[src/rtl/dbus_arbiter_pkg.sv]
// Shared dbus request/response types and arbiter state encoding.
package dbus_arbiter_pkg;

    typedef struct packed {
        logic [31:0] addr;
        logic [31:0] w_data;
        logic [1:0]  st_ops;
        logic        ld_req;
        logic        st_req;
    } type_lsu2dbus_s;

    typedef struct packed {
        logic [31:0] r_data;
        logic        ack;
    } type_dbus2lsu_s;

    typedef enum logic [1:0] {
        DBUS_ARB_IDLE,
        DBUS_ARB_GNT_LSU,
        DBUS_ARB_GNT_PTW
    } type_dbus_arb_states_e;

    localparam int unsigned DBUS_ARB_TIMEOUT_W = 16;

    function automatic logic dbus_req_valid(input type_lsu2dbus_s req);
        return req.ld_req | req.st_req;
    endfunction

endpackage

[src/rtl/dbus_arbiter_if.sv]
// Bundle of the arbiter's requester, interconnect and status signals.
interface dbus_arbiter_if;
    import dbus_arbiter_pkg::*;

    type_lsu2dbus_s lsu2arb_i;
    type_dbus2lsu_s arb2lsu_o;
    type_lsu2dbus_s ptw2arb_i;
    type_dbus2lsu_s arb2ptw_o;
    type_lsu2dbus_s arb2dbus_o;
    type_dbus2lsu_s dbus2arb_i;
    logic           lsu_gnt_o;
    logic           ptw_gnt_o;
    logic           timeout_o;

    // Arbiter side.
    modport slave (
        input  lsu2arb_i,
        input  ptw2arb_i,
        input  dbus2arb_i,
        output arb2lsu_o,
        output arb2ptw_o,
        output arb2dbus_o,
        output lsu_gnt_o,
        output ptw_gnt_o,
        output timeout_o
    );

    // Requester / interconnect side.
    modport master (
        output lsu2arb_i,
        output ptw2arb_i,
        output dbus2arb_i,
        input  arb2lsu_o,
        input  arb2ptw_o,
        input  arb2dbus_o,
        input  lsu_gnt_o,
        input  ptw_gnt_o,
        input  timeout_o
    );

endinterface

[src/rtl/dbus_arbiter.sv]
// LSU/PTW arbiter for the shared dbus port; holds each grant until ack or abort.
// Optional wait timeout with forced release: define DBUS_ARB_TIMEOUT_EN.
module dbus_arbiter
    import dbus_arbiter_pkg::*;
#(
    parameter int unsigned PRIO_FIXED     = 0,
    parameter int unsigned TIMEOUT_CYCLES = 256
) (
    input  logic          clk,
    input  logic          rst_n,
    dbus_arbiter_if.slave bus
);

    type_dbus_arb_states_e r_state;
    type_dbus_arb_states_e w_state_d;
    logic                  r_last_ptw;
    logic                  w_last_ptw_d;
    logic                  w_lsu_v;
    logic                  w_ptw_v;
    logic                  w_ack;
    logic                  w_timeout;
    type_dbus2lsu_s        w_owner_rsp;
    type_lsu2dbus_s        w_arb2dbus;
    type_dbus2lsu_s        w_arb2lsu;
    type_dbus2lsu_s        w_arb2ptw;

    assign w_lsu_v = dbus_req_valid(bus.lsu2arb_i);
    assign w_ptw_v = dbus_req_valid(bus.ptw2arb_i);
    assign w_ack   = bus.dbus2arb_i.ack;

`ifdef DBUS_ARB_TIMEOUT_EN
    localparam logic [DBUS_ARB_TIMEOUT_W-1:0] TO_LAST =
        DBUS_ARB_TIMEOUT_W'(TIMEOUT_CYCLES - 1);

    logic [DBUS_ARB_TIMEOUT_W-1:0] r_wait_cnt;

    // Cleared in IDLE so every new grant starts counting from zero.
    always_ff @(posedge clk or posedge rst_n) begin
        if (rst_n) begin
            r_wait_cnt <= '0;
        end else if (r_state == DBUS_ARB_IDLE) begin
            r_wait_cnt <= '0;
        end else if (!w_ack) begin
            r_wait_cnt <= r_wait_cnt + 1'b1;
        end
    end

    assign w_timeout = (r_state != DBUS_ARB_IDLE) && !w_ack && (r_wait_cnt == TO_LAST);
`else
    logic w_unused_timeout_cycles;
    assign w_unused_timeout_cycles = ^TIMEOUT_CYCLES;
    assign w_timeout               = 1'b0;
`endif

    always_ff @(posedge clk or posedge rst_n) begin
        if (rst_n) begin
            r_state    <= DBUS_ARB_IDLE;
            r_last_ptw <= 1'b1;
        end else begin
            r_state    <= w_state_d;
            r_last_ptw <= w_last_ptw_d;
        end
    end

    always_comb begin
        w_state_d    = r_state;
        w_last_ptw_d = r_last_ptw;
        w_arb2dbus   = '0;
        w_arb2lsu    = '0;
        w_arb2ptw    = '0;
        w_owner_rsp  = bus.dbus2arb_i;
        if (w_timeout) begin
            w_owner_rsp.r_data = '0;
            w_owner_rsp.ack    = 1'b1;
        end

        unique case (r_state)
            DBUS_ARB_IDLE: begin
                if (w_lsu_v && w_ptw_v) begin
                    w_state_d = ((PRIO_FIXED != 0) || !r_last_ptw) ? DBUS_ARB_GNT_PTW
                                                                  : DBUS_ARB_GNT_LSU;
                end else if (w_lsu_v) begin
                    w_state_d = DBUS_ARB_GNT_LSU;
                end else if (w_ptw_v) begin
                    w_state_d = DBUS_ARB_GNT_PTW;
                end
            end
            DBUS_ARB_GNT_LSU: begin
                w_arb2dbus = bus.lsu2arb_i;
                w_arb2lsu  = w_owner_rsp;
                if (w_ack || !w_lsu_v || w_timeout) begin
                    w_state_d    = DBUS_ARB_IDLE;
                    w_last_ptw_d = 1'b0;
                end
            end
            DBUS_ARB_GNT_PTW: begin
                w_arb2dbus = bus.ptw2arb_i;
                w_arb2ptw  = w_owner_rsp;
                if (w_ack || !w_ptw_v || w_timeout) begin
                    w_state_d    = DBUS_ARB_IDLE;
                    w_last_ptw_d = 1'b1;
                end
            end
            default: w_state_d = DBUS_ARB_IDLE;
        endcase

        // A forced release withdraws the request from the interconnect.
        if (w_timeout) begin
            w_arb2dbus.ld_req = 1'b0;
            w_arb2dbus.st_req = 1'b0;
        end
    end

    assign bus.arb2dbus_o = w_arb2dbus;
    assign bus.arb2lsu_o  = w_arb2lsu;
    assign bus.arb2ptw_o  = w_arb2ptw;
    assign bus.lsu_gnt_o  = (r_state == DBUS_ARB_GNT_LSU);
    assign bus.ptw_gnt_o  = (r_state == DBUS_ARB_GNT_PTW);
    assign bus.timeout_o  = w_timeout;

endmodule

[src/flat_wrapper.sv]
// flat-port wrapper written by rule: the top's interface ports become plain ports
module dbus_arbiter_flat import dbus_arbiter_pkg::*;
#(
    parameter int unsigned PRIO_FIXED     = 0,
    parameter int unsigned TIMEOUT_CYCLES = 256
)
  (clk, rst_n, bus_lsu2arb_i, bus_ptw2arb_i, bus_dbus2arb_i, bus_arb2lsu_o, bus_arb2ptw_o, bus_arb2dbus_o, bus_lsu_gnt_o, bus_ptw_gnt_o, bus_timeout_o);
  dbus_arbiter_if bus_i ();
  input  logic clk;
  input  logic rst_n;
  input wire logic [$bits(bus_i.lsu2arb_i)-1:0] bus_lsu2arb_i;
  input wire logic [$bits(bus_i.ptw2arb_i)-1:0] bus_ptw2arb_i;
  input wire logic [$bits(bus_i.dbus2arb_i)-1:0] bus_dbus2arb_i;
  output wire logic [$bits(bus_i.arb2lsu_o)-1:0] bus_arb2lsu_o;
  output wire logic [$bits(bus_i.arb2ptw_o)-1:0] bus_arb2ptw_o;
  output wire logic [$bits(bus_i.arb2dbus_o)-1:0] bus_arb2dbus_o;
  output wire logic [$bits(bus_i.lsu_gnt_o)-1:0] bus_lsu_gnt_o;
  output wire logic [$bits(bus_i.ptw_gnt_o)-1:0] bus_ptw_gnt_o;
  output wire logic [$bits(bus_i.timeout_o)-1:0] bus_timeout_o;
  assign bus_i.lsu2arb_i = bus_lsu2arb_i;
  assign bus_i.ptw2arb_i = bus_ptw2arb_i;
  assign bus_i.dbus2arb_i = bus_dbus2arb_i;
  assign bus_arb2lsu_o = bus_i.arb2lsu_o;
  assign bus_arb2ptw_o = bus_i.arb2ptw_o;
  assign bus_arb2dbus_o = bus_i.arb2dbus_o;
  assign bus_lsu_gnt_o = bus_i.lsu_gnt_o;
  assign bus_ptw_gnt_o = bus_i.ptw_gnt_o;
  assign bus_timeout_o = bus_i.timeout_o;
  dbus_arbiter #(.PRIO_FIXED(PRIO_FIXED), .TIMEOUT_CYCLES(TIMEOUT_CYCLES)) u_core (.clk(clk), .rst_n(rst_n), .bus(bus_i));
endmodule
[config.mk]
export PLATFORM = sky130hd
export DESIGN_NAME = dbus_arbiter_flat
export DESIGN_NICKNAME = d
export VERILOG_FILES = /design/src/rtl/dbus_arbiter_pkg.sv /design/src/rtl/dbus_arbiter_if.sv /design/src/rtl/dbus_arbiter.sv /design/src/flat_wrapper.sv
export SDC_FILE = /design/constraint.sdc
export NUM_CORES = 1
export LEC_CHECK = 0
export CORE_AREA = 5 5 115 117
export CTS_CLUSTER_SIZE = 8
export DETAILED_ROUTE_END_ITERATION = 10
export DIE_AREA = 0 0 120 122
export PLACE_DENSITY = 0.69
export SLEW_MARGIN = 15
export SYNTH_ARGS = -nofsm -noshare
export SYNTH_HDL_FRONTEND = slang
export SYNTH_SLANG_ARGS = --single-unit
[constraint.sdc]
create_clock -name clk -period 3.3 [get_ports clk]
set_clock_uncertainty 0.15 [all_clocks]
set_input_delay 0.33 -clock clk [delete_from_list [all_inputs] [get_ports clk]]
set_output_delay 0.33 -clock clk [all_outputs]
set_load 0.05 [all_outputs]
==> impl_metrics.csv, run 1 <==
group,metric,value,unit
setup_path,worstPathMaxFanout,104,
synthesis,synth.distinct_cells,22,
clocking,root_buffer,"clkbuf_16",
route,viasPerCell,4.37,
setup_path,endpoint_kind,"primary output",
power_and_ir_drop,pwr-share-comb,0.935,
synthesis,synthCells,256,
setup_path,critical_path.startpoint,"u_core.r_state[0]",
power_and_ir_drop,power_frac_clock,0.047,
power_and_ir_drop,switchingPower,0.00253,W
route,ant_nets,0,
timing,setup_viol,0,
grt,grt-ovfl-total,0,
setup_path,r2r_cells,7,
cells_and_area,final_util,0.392,
clocking,cts_inserted_buffers,3,
timing,slew_violations,0,
timing,slew_headroom,0.644,
cells_and_area,syn_to_final_growth,210,%
cells_and_area,drive_above_1_share,0.0500,
power_and_ir_drop,cellLeakagePower,1.75,nW
grt,grt_pass1_wl,15.9,mm
power_and_ir_drop,intPower,0.00150,W
cells_and_area,layout.nets,715,
timing,tightest_slew,532,ps
setup_path,rrSetupSlack,1170,ps
route,drt-wirelength-per-cell,15.6,microns
synthesis,syn_area_per_cell,6.06,sq um
clocking,post_cts_buffers,0,
die,die_area,0.0146,sq mm
die,die_height,122,microns
die,core,0.0123,sq mm
die,num_rows,41,
cells_and_area,diodes,0,
route,vias,3018,
die,ios,308,
clocking,cts_sinks,3,
clocking,cts.htree.levels,1,
synthesis,syn_area,0.00155,sq mm
clocking,cts_tree,"built",
clocking,clock_path_buffers,2,
synthesis,yosysSeqAreaShare,0.0492,
timing,setup_tns,0,ps
timing,fmax,342,MHz
die,die_w,120,microns
route,drt_iter0_drc,132,
timing,finalCritPeriodShare,0.886,
setup_path,r2r_start,"u_core.r_state[1]",
route,drcViolationCount,0,
cells_and_area,multi_input_area,0.00135,sq mm
cells_and_area,fill_cells,1258,
placed_design,place_hpwl,8.85,mm
placed_design,portBuffers,306,
clocking,clk_pin_slew,30,ps
run,cap_violations,0,
grt,grt_max_degree,105,
power_and_ir_drop,seqPwrFrac,0.018,
setup_path,crit_type,"flop to primary output",
grt,grt_pass1_vias,3162,
clocking,cts.repair.resized,0,
power_and_ir_drop,pwr_density_cell,838,mW/mm^2
grt,grt_usage,0.131,
timing,rsz0062_at_grt,"no",
die,start_util,0.126,
timing,period_needed,2920,ps
worst_hold_path,hold_path.class,"input port to async pin",
setup_path,crit_end,"bus_arb2dbus_o[53]",
grt,antenna_found_initial,0,
timing,final-hold-violation-count,0,
cells_and_area,regArea,76.3,sq um
setup_path,r2r-end,"u_core.r_last_ptw",
route,drt-total-wl,10.8,mm
synthesis,synth_seq_cells,3,
synthesis,syn_nets,430,
setup_path,cp_data_required_time,2820,ps
clocking,clkLatencyLatePin,220,ps
clocking,ctsHoldBuffers,0,
outcome,status,"complete, no violations",
power_and_ir_drop,vdd.ir_drop.worst,0.000339,V
synthesis,yosysWarnings,0,
power_and_ir_drop,swShare,0.629,
placed_design,place_congestion,0.774,
route,dr.pass1.iters,4,
setup_path,worstPathArrival,2440,ps
setup_path,worstSetupStartpointType,"flop",
how the worst min path moves through the flow:
stage,end,slack (ps),cells after the start
global placement,u_core.r_state[1],360,2
floorplan,u_core.r_state[0],-70,1
detailed placement,u_core.r_state[0],370,2
global route,u_core.r_state[0],140,2
CTS,u_core.r_state[0],130,2
finish,u_core.r_state[0],130,2
metal layers:
metal | track usage | vias up | routed length, microns
met5 | 0 | - | 0
met4 | 0.0215 | 0 | 55
met3 | 0.0432 | 4 | 1220
met2 | 0.243 | 184 | 5500
met1 | 0.148 | 1377 | 4020
li1 | - | 1453 | -
cells by family (layout without fill, tap and decap cells):
family,Yosys count,after routing,synth area share
compound gates,72,72,0.349
simple gates,139,139,0.453
buf+inv,35,319,0.0993
mux,3,3,0.0226
other cells,1,1,0.00242
flops,3,3,0.0492
fa+ha+maj,3,3,0.0242
stage by stage:
step | std cells | power [W] | hold WS, ps | worst slack (ps) | cell area (sq um)
floorplan | 256 | 0.00257 | -67.1 | 574 | 1550
global route | 690 | 0.00425 | 137 | 262 | 4810
finish | 690 | 0.00403 | 134 | 376 | 4810
global placement | 686 | 0.00385 | 359 | 671 | 4730
CTS | 690 | 0.00409 | 132 | 333 | 4810
detailed placement | 686 | 0.00388 | 369 | 566 | 4730
final cells by class:
class                           instances  area share
Multi-Input combinational cell        218       0.280
Clock buffer                            4      0.0164
Sequential cell                         3      0.0159
Tap cell                              150      0.0390
Inverter                                5     0.00390
Timing Repair Buffer                  310       0.645
sequential cells by signal (all words and copies together) (netlist names):
name               count
u_core.r_state         2
u_core.r_last_ptw      1
critical path, stage by stage, from the launching register on:
cell	delay, ps
dfrtp_1	400
inv_1	150
ha_4	160
buf_12	280
a22oi_1	170
nor2_1	130
clkdlybuf4s50_1	820
cell usage after synthesis, drive strengths merged:
master | instances | area [sq um]
a22oi | 68 | 510
dfrtp | 2 | 50.1
and2 | 66 | 413
mux2 | 1 | 15.0
o32ai | 1 | 8.76
or2 | 1 | 6.26
o21ai | 1 | 5.00
clkbuf | 16 | 60.1
mux2i | 2 | 20.0
ha | 3 | 37.5
clkinv | 1 | 3.75
dfstp | 1 | 26.3
a31o | 1 | 8.76
conb | 1 | 3.75
nand2b | 1 | 6.26
o221ai | 1 | 8.76
inv | 4 | 15.0
buf | 14 | 75.1
nor2 | 71 | 277
power by group through the flow:
stage | Clock, W | Sequential, W | Combinational [W]
6_report | 0.000191 | 0.0000710 | 0.00377
5_1_grt | 0.000198 | 0.0000728 | 0.00398
4_1_cts | 0.000194 | 0.0000706 | 0.00382
3_5_place_dp | 0 | 0.0000709 | 0.00381
3_3_place_gp | 0 | 0.0000695 | 0.00378
2_1_floorplan | 0 | 0.0000637 | 0.00250
cells in the final DEF, fill, tap and decap left out, types with 2 or more instances in the layout:
master and n:
mux2i_1 2, clkbuf_16 3, dfrtp_1 2, clkdlybuf4s50_1 294, and2_1 66, nor2_1 69, buf_4 13, a22oi_1 68
ha_4 2, inv_1 4, buf_12 3
No activity file was read; power rests on OpenSTA's default activity.
==> run 2: changes to the inputs <==
- CAP_MARGIN: default -> 0
==> results of run 2 <==
No change in the layout: final DEF, timing and power equal those of run 1.
